--- config.mk ---
export PLATFORM = sky130hd
export DESIGN_NAME = frame_validator_flat
export DESIGN_NICKNAME = d
export VERILOG_FILES = /design/src/rtl/frame_validator_if.sv /design/src/rtl/frame_validator.sv /design/src/flat_wrapper.sv
export SDC_FILE = /design/constraint.sdc
export NUM_CORES = 1
export LEC_CHECK = 0
export BUFFER_PORTS_ARGS = -buffer_cell sky130_fd_sc_hd__buf_2
export CAP_MARGIN = 15
export CORE_ASPECT_RATIO = 1.2
export CORE_MARGIN = 3
export CORE_UTILIZATION = 54
export DETAILED_ROUTE_END_ITERATION = 10
export GPL_ROUTABILITY_DRIVEN = 0
export GPL_TIMING_DRIVEN = 0
export PLACE_DENSITY_LB_ADDON = 0.08
export SLEW_MARGIN = 20
export SYNTH_ARGS = -nofsm -noshare
export SYNTH_HDL_FRONTEND = slang
export SYNTH_SLANG_ARGS = --single-unit
export TNS_END_PERCENT = 100
--- constraint.sdc ---
create_clock -name clk -period 19.6 [get_ports clk]
set_input_delay 1.96 -clock clk [delete_from_list [all_inputs] [get_ports clk]]
set_output_delay 1.96 -clock clk [all_outputs]
set_load 0.1 [all_outputs]
--- src/rtl/frame_validator_if.sv ---
// -----------------------------------------------------------------------------
// frame_validator_if
// Bundle between the UART framing interface (master) and frame_validator
// (slave).
//
// Signals:
//   fin          master->slave  de-escaped frame, byte k = fin[k*8+:8]
//   fin_valid    master->slave  frame-present strobe
//   confirm      slave->master  one-cycle confirm pulse
//   conf_code    slave->master  8'h05 OKAY / 8'h04 ERROR
//   err_cause    slave->master  0 none, 1 CRC, 2 bad type, 3 sequence
//   pout         slave->master  nonce||data of the last accepted frame
//   pout_valid   slave->master  one-cycle pulse on accept
//   pout_type    slave->master  type byte of the last accepted frame
//   busy         slave->master  frame capture up to and including confirm
//   session_open slave->master  multi-frame session in progress
// -----------------------------------------------------------------------------
interface frame_validator_if #(
  parameter int PREAMBLE_SIZE = 7,
  parameter int NONCE_SIZE    = 8,
  parameter int DATA_SIZE     = 16,
  parameter int CRC_SIZE      = 2
);
  localparam int FRAME_SIZE   = PREAMBLE_SIZE + NONCE_SIZE + DATA_SIZE + CRC_SIZE;
  localparam int PAYLOAD_SIZE = NONCE_SIZE + DATA_SIZE;

  logic [0:FRAME_SIZE*8-1]   fin;
  logic                      fin_valid;
  logic                      confirm;
  logic [7:0]                conf_code;
  logic [1:0]                err_cause;
  logic [0:PAYLOAD_SIZE*8-1] pout;
  logic                      pout_valid;
  logic [7:0]                pout_type;
  logic                      busy;
  logic                      session_open;

  modport master (
    output fin, fin_valid,
    input  confirm, conf_code, err_cause, pout, pout_valid, pout_type,
           busy, session_open
  );

  modport slave (
    input  fin, fin_valid,
    output confirm, conf_code, err_cause, pout, pout_valid, pout_type,
           busy, session_open
  );
endinterface

--- src/rtl/frame_validator.sv ---
// -----------------------------------------------------------------------------
// frame_validator
// Checks each de-escaped frame from the UART framing interface: CRC-16/CCITT-
// FALSE over everything but the CRC tail, the frame type, and (optionally) the
// frame sequence number. Answers with a one-cycle confirm + conf_code and
// forwards the nonce||data payload of accepted frames to the crypto core.
//
// Frame layout (bytes): [0] type, [1:2] reserved, [3:6] frame number (BE),
//   then NONCE_SIZE nonce bytes, DATA_SIZE data bytes, CRC_SIZE (=2) CRC (BE).
//
// Ports:
//   clk  rising-edge system clock
//   rst  asynchronous active-high reset
//   bus  frame_validator_if.slave (fin/fin_valid in; confirm, conf_code,
//        err_cause, pout, pout_valid, pout_type, busy, session_open out)
//
// Build option:
//   FRAME_VALIDATOR_SEQ_CHECK_EN  when defined, the frame number is tracked
//   against expected_nr and session rules yield err_cause=3. When undefined,
//   no number tracking exists; FIRST/LAST still open/close the session.
// -----------------------------------------------------------------------------
module frame_validator #(
  parameter int PREAMBLE_SIZE = 7,
  parameter int NONCE_SIZE    = 8,
  parameter int DATA_SIZE     = 16,
  parameter int CRC_SIZE      = 2
) (
  input logic               clk,
  input logic               rst,
  frame_validator_if.slave  bus
);

  localparam int FRAME_SIZE   = PREAMBLE_SIZE + NONCE_SIZE + DATA_SIZE + CRC_SIZE;
  localparam int CRC_BYTES    = FRAME_SIZE - CRC_SIZE;
  localparam int PAYLOAD_BITS = (NONCE_SIZE + DATA_SIZE) * 8;
  localparam int IDX_W        = $clog2(FRAME_SIZE + 1);

  localparam logic [IDX_W-1:0] LAST_IDX = IDX_W'(CRC_BYTES - 1);

  localparam logic [7:0] TYPE_FIRST  = 8'h00;
  localparam logic [7:0] TYPE_LAST   = 8'h01;
  localparam logic [7:0] TYPE_NORMAL = 8'h02;
  localparam logic [7:0] TYPE_SINGLE = 8'h03;
  localparam logic [7:0] CODE_OKAY   = 8'h05;
  localparam logic [7:0] CODE_ERROR  = 8'h04;

  localparam logic [1:0] CAUSE_NONE = 2'd0;
  localparam logic [1:0] CAUSE_CRC  = 2'd1;
  localparam logic [1:0] CAUSE_TYPE = 2'd2;
`ifdef FRAME_VALIDATOR_SEQ_CHECK_EN
  localparam logic [1:0] CAUSE_SEQ  = 2'd3;
`endif

  typedef enum logic [1:0] {IDLE, CRC, CHECK, REPLY} state_t;

  state_t                    r_state;
  logic [0:FRAME_SIZE*8-1]   r_frame;
  logic [15:0]               r_crc;
  logic [IDX_W-1:0]          r_idx;
  logic [1:0]                r_pendCause;
  logic                      r_confirm;
  logic [7:0]                r_confCode;
  logic [1:0]                r_errCause;
  logic [0:PAYLOAD_BITS-1]   r_pout;
  logic                      r_poutValid;
  logic [7:0]                r_poutType;
  logic                      r_busy;
  logic                      r_session;
`ifdef FRAME_VALIDATOR_SEQ_CHECK_EN
  logic [31:0]               r_expNr;
  logic [31:0]               w_nr;
  logic                      w_seqOk;
`endif

  logic [7:0]  w_curByte;
  logic [7:0]  w_type;
  logic [15:0] w_rxCrc;
  logic [1:0]  w_cause;

  // CRC-16/CCITT-FALSE, one byte, MSB first, no reflection.
  function automatic logic [15:0] crcByte(input logic [15:0] crcIn,
                                          input logic [7:0]  data);
    logic [15:0] c;
    c = crcIn ^ {data, 8'h00};
    for (int b = 0; b < 8; b++) begin
      c = c[15] ? ((c << 1) ^ 16'h1021) : (c << 1);
    end
    return c;
  endfunction

  // Byte fields of the latched frame. The frame vector is ascending, so
  // [k*8 +: 8] gives byte k with its MSB at the lowest bit index.
  always_comb begin
    w_curByte = r_frame[int'(r_idx)*8 +: 8];
    w_type    = r_frame[0 +: 8];
    w_rxCrc   = {r_frame[(FRAME_SIZE-2)*8 +: 8], r_frame[(FRAME_SIZE-1)*8 +: 8]};
  end

`ifdef FRAME_VALIDATOR_SEQ_CHECK_EN
  // Sequence rules: FIRST always allowed, NORMAL/LAST must continue an open
  // session with the expected number, SINGLE must not interrupt a session.
  always_comb begin
    w_nr    = r_frame[3*8 +: 32];
    w_seqOk = 1'b0;
    case (w_type)
      TYPE_FIRST:            w_seqOk = 1'b1;
      TYPE_NORMAL, TYPE_LAST: w_seqOk = r_session && (w_nr == r_expNr);
      TYPE_SINGLE:           w_seqOk = !r_session;
      default:               w_seqOk = 1'b0;
    endcase
  end
`endif

  // Error cause in priority order: CRC, then type, then sequence.
  always_comb begin
    w_cause = CAUSE_NONE;
    if (r_crc != w_rxCrc) begin
      w_cause = CAUSE_CRC;
    end else if (w_type > TYPE_SINGLE) begin
      w_cause = CAUSE_TYPE;
`ifdef FRAME_VALIDATOR_SEQ_CHECK_EN
    end else if (!w_seqOk) begin
      w_cause = CAUSE_SEQ;
`endif
    end
  end

  // Main FSM. All outputs are registered, so the confirm/pout_valid pulse
  // appears in the cycle after REPLY. busy is still high in that cycle and is
  // dropped from IDLE on the following edge; a fin_valid arriving during that
  // confirm cycle is ignored like any other fin_valid while busy.
  always_ff @(posedge clk or posedge rst) begin
    if (rst) begin
      r_state     <= IDLE;
      r_frame     <= '0;
      r_crc       <= 16'h0000;
      r_idx       <= '0;
      r_pendCause <= CAUSE_NONE;
      r_confirm   <= 1'b0;
      r_confCode  <= 8'h00;
      r_errCause  <= CAUSE_NONE;
      r_pout      <= '0;
      r_poutValid <= 1'b0;
      r_poutType  <= 8'h00;
      r_busy      <= 1'b0;
      r_session   <= 1'b0;
`ifdef FRAME_VALIDATOR_SEQ_CHECK_EN
      r_expNr     <= 32'h0;
`endif
    end else begin
      r_confirm   <= 1'b0;
      r_poutValid <= 1'b0;
      case (r_state)
        IDLE: begin
          if (r_busy) begin
            r_busy <= 1'b0;
          end else if (bus.fin_valid) begin
            r_frame <= bus.fin;
            r_crc   <= 16'hFFFF;
            r_idx   <= '0;
            r_busy  <= 1'b1;
            r_state <= CRC;
          end
        end

        CRC: begin
          r_crc <= crcByte(r_crc, w_curByte);
          if (r_idx == LAST_IDX) begin
            r_state <= CHECK;
          end else begin
            r_idx <= r_idx + IDX_W'(1);
          end
        end

        CHECK: begin
          r_pendCause <= w_cause;
          r_state     <= REPLY;
        end

        REPLY: begin
          r_confirm  <= 1'b1;
          r_errCause <= r_pendCause;
          r_confCode <= (r_pendCause == CAUSE_NONE) ? CODE_OKAY : CODE_ERROR;
          if (r_pendCause == CAUSE_NONE) begin
            r_pout      <= r_frame[PREAMBLE_SIZE*8 +: PAYLOAD_BITS];
            r_poutType  <= w_type;
            r_poutValid <= 1'b1;
            // Session bookkeeping happens only for accepted frames.
            case (w_type)
              TYPE_FIRST: begin
                r_session <= 1'b1;
`ifdef FRAME_VALIDATOR_SEQ_CHECK_EN
                r_expNr   <= w_nr + 32'd1;
`endif
              end
              TYPE_LAST: begin
                r_session <= 1'b0;
`ifdef FRAME_VALIDATOR_SEQ_CHECK_EN
                r_expNr   <= 32'h0;
`endif
              end
`ifdef FRAME_VALIDATOR_SEQ_CHECK_EN
              TYPE_NORMAL: r_expNr <= r_expNr + 32'd1;
`endif
              default: ;
            endcase
          end
          r_state <= IDLE;
        end

        default: r_state <= IDLE;
      endcase
    end
  end

  assign bus.confirm      = r_confirm;
  assign bus.conf_code    = r_confCode;
  assign bus.err_cause    = r_errCause;
  assign bus.pout         = r_pout;
  assign bus.pout_valid   = r_poutValid;
  assign bus.pout_type    = r_poutType;
  assign bus.busy         = r_busy;
  assign bus.session_open = r_session;

endmodule

--- src/flat_wrapper.sv ---
// flat-port wrapper written by rule: the top's interface ports become plain ports
module frame_validator_flat 
#(
  parameter int PREAMBLE_SIZE = 7,
  parameter int NONCE_SIZE    = 8,
  parameter int DATA_SIZE     = 16,
  parameter int CRC_SIZE      = 2
)
  (clk, rst, bus_fin, bus_fin_valid, bus_confirm, bus_conf_code, bus_err_cause, bus_pout, bus_pout_valid, bus_pout_type, bus_busy, bus_session_open);
  frame_validator_if #(.PREAMBLE_SIZE(PREAMBLE_SIZE), .NONCE_SIZE(NONCE_SIZE), .DATA_SIZE(DATA_SIZE), .CRC_SIZE(CRC_SIZE)) bus_i ();
  input logic clk;
  input logic rst;
  input wire logic [$bits(bus_i.fin)-1:0] bus_fin;
  input wire logic [$bits(bus_i.fin_valid)-1:0] bus_fin_valid;
  output wire logic [$bits(bus_i.confirm)-1:0] bus_confirm;
  output wire logic [$bits(bus_i.conf_code)-1:0] bus_conf_code;
  output wire logic [$bits(bus_i.err_cause)-1:0] bus_err_cause;
  output wire logic [$bits(bus_i.pout)-1:0] bus_pout;
  output wire logic [$bits(bus_i.pout_valid)-1:0] bus_pout_valid;
  output wire logic [$bits(bus_i.pout_type)-1:0] bus_pout_type;
  output wire logic [$bits(bus_i.busy)-1:0] bus_busy;
  output wire logic [$bits(bus_i.session_open)-1:0] bus_session_open;
  assign bus_i.fin = bus_fin;
  assign bus_i.fin_valid = bus_fin_valid;
  assign bus_confirm = bus_i.confirm;
  assign bus_conf_code = bus_i.conf_code;
  assign bus_err_cause = bus_i.err_cause;
  assign bus_pout = bus_i.pout;
  assign bus_pout_valid = bus_i.pout_valid;
  assign bus_pout_type = bus_i.pout_type;
  assign bus_busy = bus_i.busy;
  assign bus_session_open = bus_i.session_open;
  frame_validator #(.PREAMBLE_SIZE(PREAMBLE_SIZE), .NONCE_SIZE(NONCE_SIZE), .DATA_SIZE(DATA_SIZE), .CRC_SIZE(CRC_SIZE)) u_core (.clk(clk), .rst(rst), .bus(bus_i));
endmodule
# == Yosys cells after proc, flatten, opt, wreduce, memory -nomap -nowiden ==
# Index checks and enable logic that the tools add are counted.
# totals
reg_bits,504
out_inout_bits,214
wordCells,76
in_bits,267
# classes
reduce_logical,11
bitwise,11
mux,28
addsub,1
magnitude_cmp,1
eq_ne,10
shift,1
# ops
operator,count
264-bit by 32-bit indexed part select with 265-bit output,1
13-bit two-way mux,8
16-bit two-way mux,2
9-bit NOT with 32-bit output,1
16-bit one-hot mux with 2 select lines,1
3-bit NOT,8
6-bit two-way mux,3
16-bit inequality test,1
16-bit XOR,1
6-bit one-hot mux with 2 select lines,1
3-bit AND reduction,4
2-bit two-way mux,5
"8-bit by 1-bit equality test with 1-bit output, second input constant",1
"8-bit by 2-bit > comparator with 1-bit output, second input constant",1
8-bit zero test,1
2-bit one-hot mux with 4 select lines,1
"6-bit by 1-bit adder with 6-bit output, second input constant",1
"6-bit by 5-bit equality test with 1-bit output, second input constant",1
1-bit two-way mux,6
"2-bit inequality test, second input constant",3
"2-bit equality test, second input constant",2
2-bit zero test,2
4-bit AND reduction,1
2-bit nonzero test,2
other kinds (5),5

# == Longest topological paths before layout ==
# logic_depth
word_depth,20
mapped_depth,12
ltp_nobuf,9

# == Worst setup path before layout ==
# OpenSTA, ideal clock, no wires.
# synth_timing
path_type,input to register
start,input port bus_fin_valid
end,register u_core.r_idx[5]
required_ps,19522
setup_ps,78
path_buffers,0
cell_stages,6
t_arrival_ps,3239
slack_ps,16283
cell_sequence,nand3_1 o21ai_1 o31a_1 nand4_1 or3_1 a21oi_1
# synth_via
elab_chain_cells,2
# synth_lines
item,line_no,source
from (decl),flat_wrapper.sv:14,input wire logic [$bits(bus_i.fin_valid)-1:0] bus_fin_valid;
2-bit inequality test (no source line),-,
4-bit AND reduction (no source line),-,
to (signal assigned),frame_validator.sv:171,r_idx <= r_idx + IDX_W'(1);
to (decl),frame_validator.sv:59,logic [IDX_W-1:0] r_idx;
# No other way between the ends.
# A chain may end at the register's enable or synchronous reset.

# == Final worst setup path ==
# layout_timing
start,register u_core.r_idx[1]
end,register u_core.r_crc[12]
# layout_via
elab_chain_cells,13
word_cells_on_any_way,14
cone_classes,shift: 1; mux: 9; bitwise: 4
# layout_lines
item,line_no,source
9-bit NOT with 32-bit output (not written as such) (*),frame_validator.sv:94,w_curByte = r_frame[int'(r_idx)*8 +: 8];
264-bit by 32-bit indexed part select with 265-bit output (*),frame_validator.sv:94,
16-bit XOR (*),frame_validator.sv:84,"c = crcIn ^ {data, 8'h00};"
13-bit two-way mux (3 in a row),frame_validator.sv:86,c = c[15] ? ((c << 1) ^ 16'h1021) : (c << 1);
13-bit two-way mux (*),frame_validator.sv:86,
13-bit two-way mux (3 in a row),frame_validator.sv:86,
3-bit NOT (no source line),-,
13-bit two-way mux (*),frame_validator.sv:86,
16-bit one-hot mux with 2 select lines (*),frame_validator.sv:153,case (r_state)
to (signal assigned),frame_validator.sv:167,"r_crc <= crcByte(r_crc, w_curByte);"
to (decl),frame_validator.sv:58,logic [15:0] r_crc;
# Mark *: on every way between the ends. The rest lies on a longest branch, timed or not.

==> flow_summary.yaml <==
floorplanning:
  die_y_microns: 223.9
  start_util_pct: 54.88
  ioPinCount: 481
  core_area_sq_um: 38940
  die_w_microns: 187.6
  num_rows: 79
  dieArea_sq_um: 42010
routing:
  post_drt_wl_per_cell_microns: 23.43
  drc: 0
  finalWirelength_microns: 67750
  route.vias.total: 16030
  routed_via_density: 5.545
  drt-initial-drc-count: 1124
  drt_first_pass_iters: 5
  antenna_left: 0
worst_setup_path:
  cp-start-kind: "register"
  reg2reg_from: "u_core.r_idx[1]$_DFFE_PP0P_"
  crit_type: "register to register"
  reg2reg_to: "u_core.r_crc[12]$_DFFE_PP0P_"
  cp_max_fo: 10
  crit_start: "u_core.r_idx[1]$_DFFE_PP0P_"
  cp.required_ns: 20.05
  reg2regPathDepth: 12
  crit_arrival_ns: 4.14
  critPathCapture: "u_core.r_crc[12]$_DFFE_PP0P_"
  rrSetupSlack_ns: 15.91
  cp-end-kind: "register"
clock_network:
  clock_sinks: 498
  post-cts-setup-buffers: 0
  clk_latency_ns: 0.58
  cts_tree: "yes"
  cts.path.max_buffers: 3
  cts_resized: 0
  cts_buffers: 50
  cts_hold_buf: 0
  clk_pin_slew_worst_paths_ns: 0.06
  root_buffer: "clkbuf_16"
  cts_max_level: 2
layout:
  fin_cells: 2891
  ff_latch_area_sq_um: 12460
  multiInputGateArea_sq_um: 8357
  final_common_cell: "nand2_1"
  fin_util_pct: 67.39
  area_growth_pct: 22.81
  drive_above_1_share_pct: 39.27
  nNetsFinal: 2589
  fill_cells: 3129
  final_cell_mix: "nand2_1, dfrtp_1, buf_2"
grt:
  grt_pass1_wl_microns: 100100
  grt_max_degree: 108
  track_usage_pct: 31.91
  grt_pass1_vias: 16360
  antenna_found_initial: 24
  globalRouteOverflowTotal: 0
timing:
  clock-skew-final_ns: 0.02500
  hold_viol: 0
  relSlewSlack_pct: 27.53
  max_freq_mhz: 270.7
  slew_viol_final: 0
  tightestPinTransition_ns: 1.087
  setup_violations: 0
  min_period_ns: 3.694
  rsz0062_at_grt: "no"
  period_share_pct: 18.85
power_and_ir_drop:
  seq_power_share_pct: 39.9
  p_sw_share_pct: 34.47
  p_comb_share_pct: 36.3
  p_clk_share_pct: 23.8
  p_int_mw: 2.680
  peakVddDrop_mv: 0.09266
  p_sw_mw: 1.410
  p_leak_nw: 13.53
  p_per_area_nw_per_um2: 155.8
synthesis:
  async_reset_ff_share_pct: 100.0
  synth_cell_type_count: 59
  netlist_area_sq_um: 21370
  synth-edff-count: 0
  ys_warn_count: 0
  ys_seq_elements: 498
  synthFlopType: "dfrtp_1"
  yosysSeqAreaShare_pct: 58.31
  netlist_instances: 1781
  syn_area_per_cell_sq_um: 12.00
placed_design:
  portBuffers: 474
  dp.cells: 2790
  dp_hpwl_microns: 50890
status:
  status: "finished, final reports clean"
flow_run:
  drv_cap: 0
min_path:
  worstHoldPathCells: 1
  hp-class: "register to register"
-- worst max-delay path, cell delays in order (launching register included) --
cell      delay [ns]
dfrtp_1         0.52
buf_6           0.25
buf_8           0.20
buf_6           0.25
buf_4           0.34
mux2i_1         0.43
o221ai_1        0.23
a211oi_1        0.36
a31oi_1         0.12
xor2_1          0.35
xnor2_2         0.16
xor2_1          0.18
o22a_1          0.17
-- layout make-up --
type,instances,share of cell area (%)
repair buffers,478,9.458
plain buffers,107,1.969
diodes,12,0.1144
inverters,14,0.2384
flip-flops and latches,498,47.48
clock buffers,76,5.792
well taps,526,2.508
clock inverters,13,0.6007
multi-input cells,1167,31.84
-- state kept, by name, indices dropped and copies added, names as in the netlist --
name and flops:
u_core.bus.busy 1, u_core.r_pendCause 2, u_core.r_idx 6, u_core.bus.err_cause 2, u_core.r_state 2, u_core.bus.session_open 1, u_core.bus.pout 192, u_core.r_crc 16
u_core.bus.pout_valid 1, u_core.bus.pout_type 8, u_core.r_frame 264, u_core.bus.confirm 1, u_core.bus.conf_code 2
-- layer usage --
metal / GRT usage, % / vias to the layer above / share of wire [%]
met5: 0 / - / 0.24
met4: 15.45 / 26 / 5.2
met3: 7.998 / 175 / 8.0
met2: 53.63 / 689 / 49
met1: 38.87 / 8056 / 37
li1: - / 7084 / -
-- synth_stat cells (7+ instances only) --
cell | count | area share, %
buf_4 | 10 | 0.35
mux2_2 | 281 | 15
a22oi_1 | 7 | 0.25
o22ai_1 | 10 | 0.29
a21oi_1 | 8 | 0.19
nor2_1 | 15 | 0.26
dfrtp_1 | 498 | 58
o21ai_0 | 8 | 0.19
o22a_1 | 16 | 0.66
mux2i_1 | 32 | 1.5
mux4_2 | 44 | 4.6
nand2_1 | 614 | 11
buf_2 | 8 | 0.19
inv_1 | 13 | 0.23
clkbuf_1 | 75 | 1.3
xnor2_1 | 24 | 0.98
xor2_1 | 9 | 0.37
-- per-stage QoR --
stage	cell area (sq um)	worst slack (ns)	power, mW	TNS [ns]	hold WS (ns)
global route	26240	15.80	4.263	0	0.4912
global placement	24420	-1.354	3.072	-654.35	0.4474
floorplan	21390	3.737	2.618	0	0.4468
finish	26250	15.91	4.090	0	0.4595
detailed placement	24540	15.43	3.120	0	0.4476
CTS	26220	15.86	4.098	0	0.4648
-- cell families (layout without fill, tap and decap cells) --
group | count (synthesis) | count (layout) | synth area share (%)
simple gates | 673 | 673 | 12.34
flops | 498 | 498 | 58.31
mux | 361 | 361 | 21.43
buf+inv | 121 | 688 | 2.675
compound gates | 79 | 79 | 2.716
xor+xnor | 42 | 42 | 2.154
fa+ha+maj | 6 | 6 | 0.3513
other cells | 1 | 18 | 0.01755
-- worst min path at each step --
stage                                                   start                             endpoint  slack, ns
after floorplan               u_core.r_frame[105]$_DFFE_PP0P_      u_core.bus.pout[49]$_DFFE_PP0P_       0.45
after global placement    u_core.bus.conf_code[2]$_DFFE_PP0P_  u_core.bus.conf_code[2]$_DFFE_PP0P_       0.45
after detailed placement  u_core.bus.conf_code[2]$_DFFE_PP0P_  u_core.bus.conf_code[2]$_DFFE_PP0P_       0.45
after CTS                 u_core.bus.conf_code[2]$_DFFE_PP0P_  u_core.bus.conf_code[2]$_DFFE_PP0P_       0.46
after global routing          u_core.bus.pout[92]$_DFFE_PP0P_      u_core.bus.pout[92]$_DFFE_PP0P_       0.49
final                     u_core.bus.conf_code[2]$_DFFE_PP0P_  u_core.bus.conf_code[2]$_DFFE_PP0P_       0.46
-- power by group through the flow --
stage	registers, mW	logic, mW	clock network (mW)
floorplan	1.52	1.09	0
global placement	1.63	1.45	0
detailed placement	1.64	1.48	0
CTS	1.62	1.49	0.986
global route	1.66	1.58	1.02
finish	1.63	1.48	0.973
(Power assumes the default switching activity.)
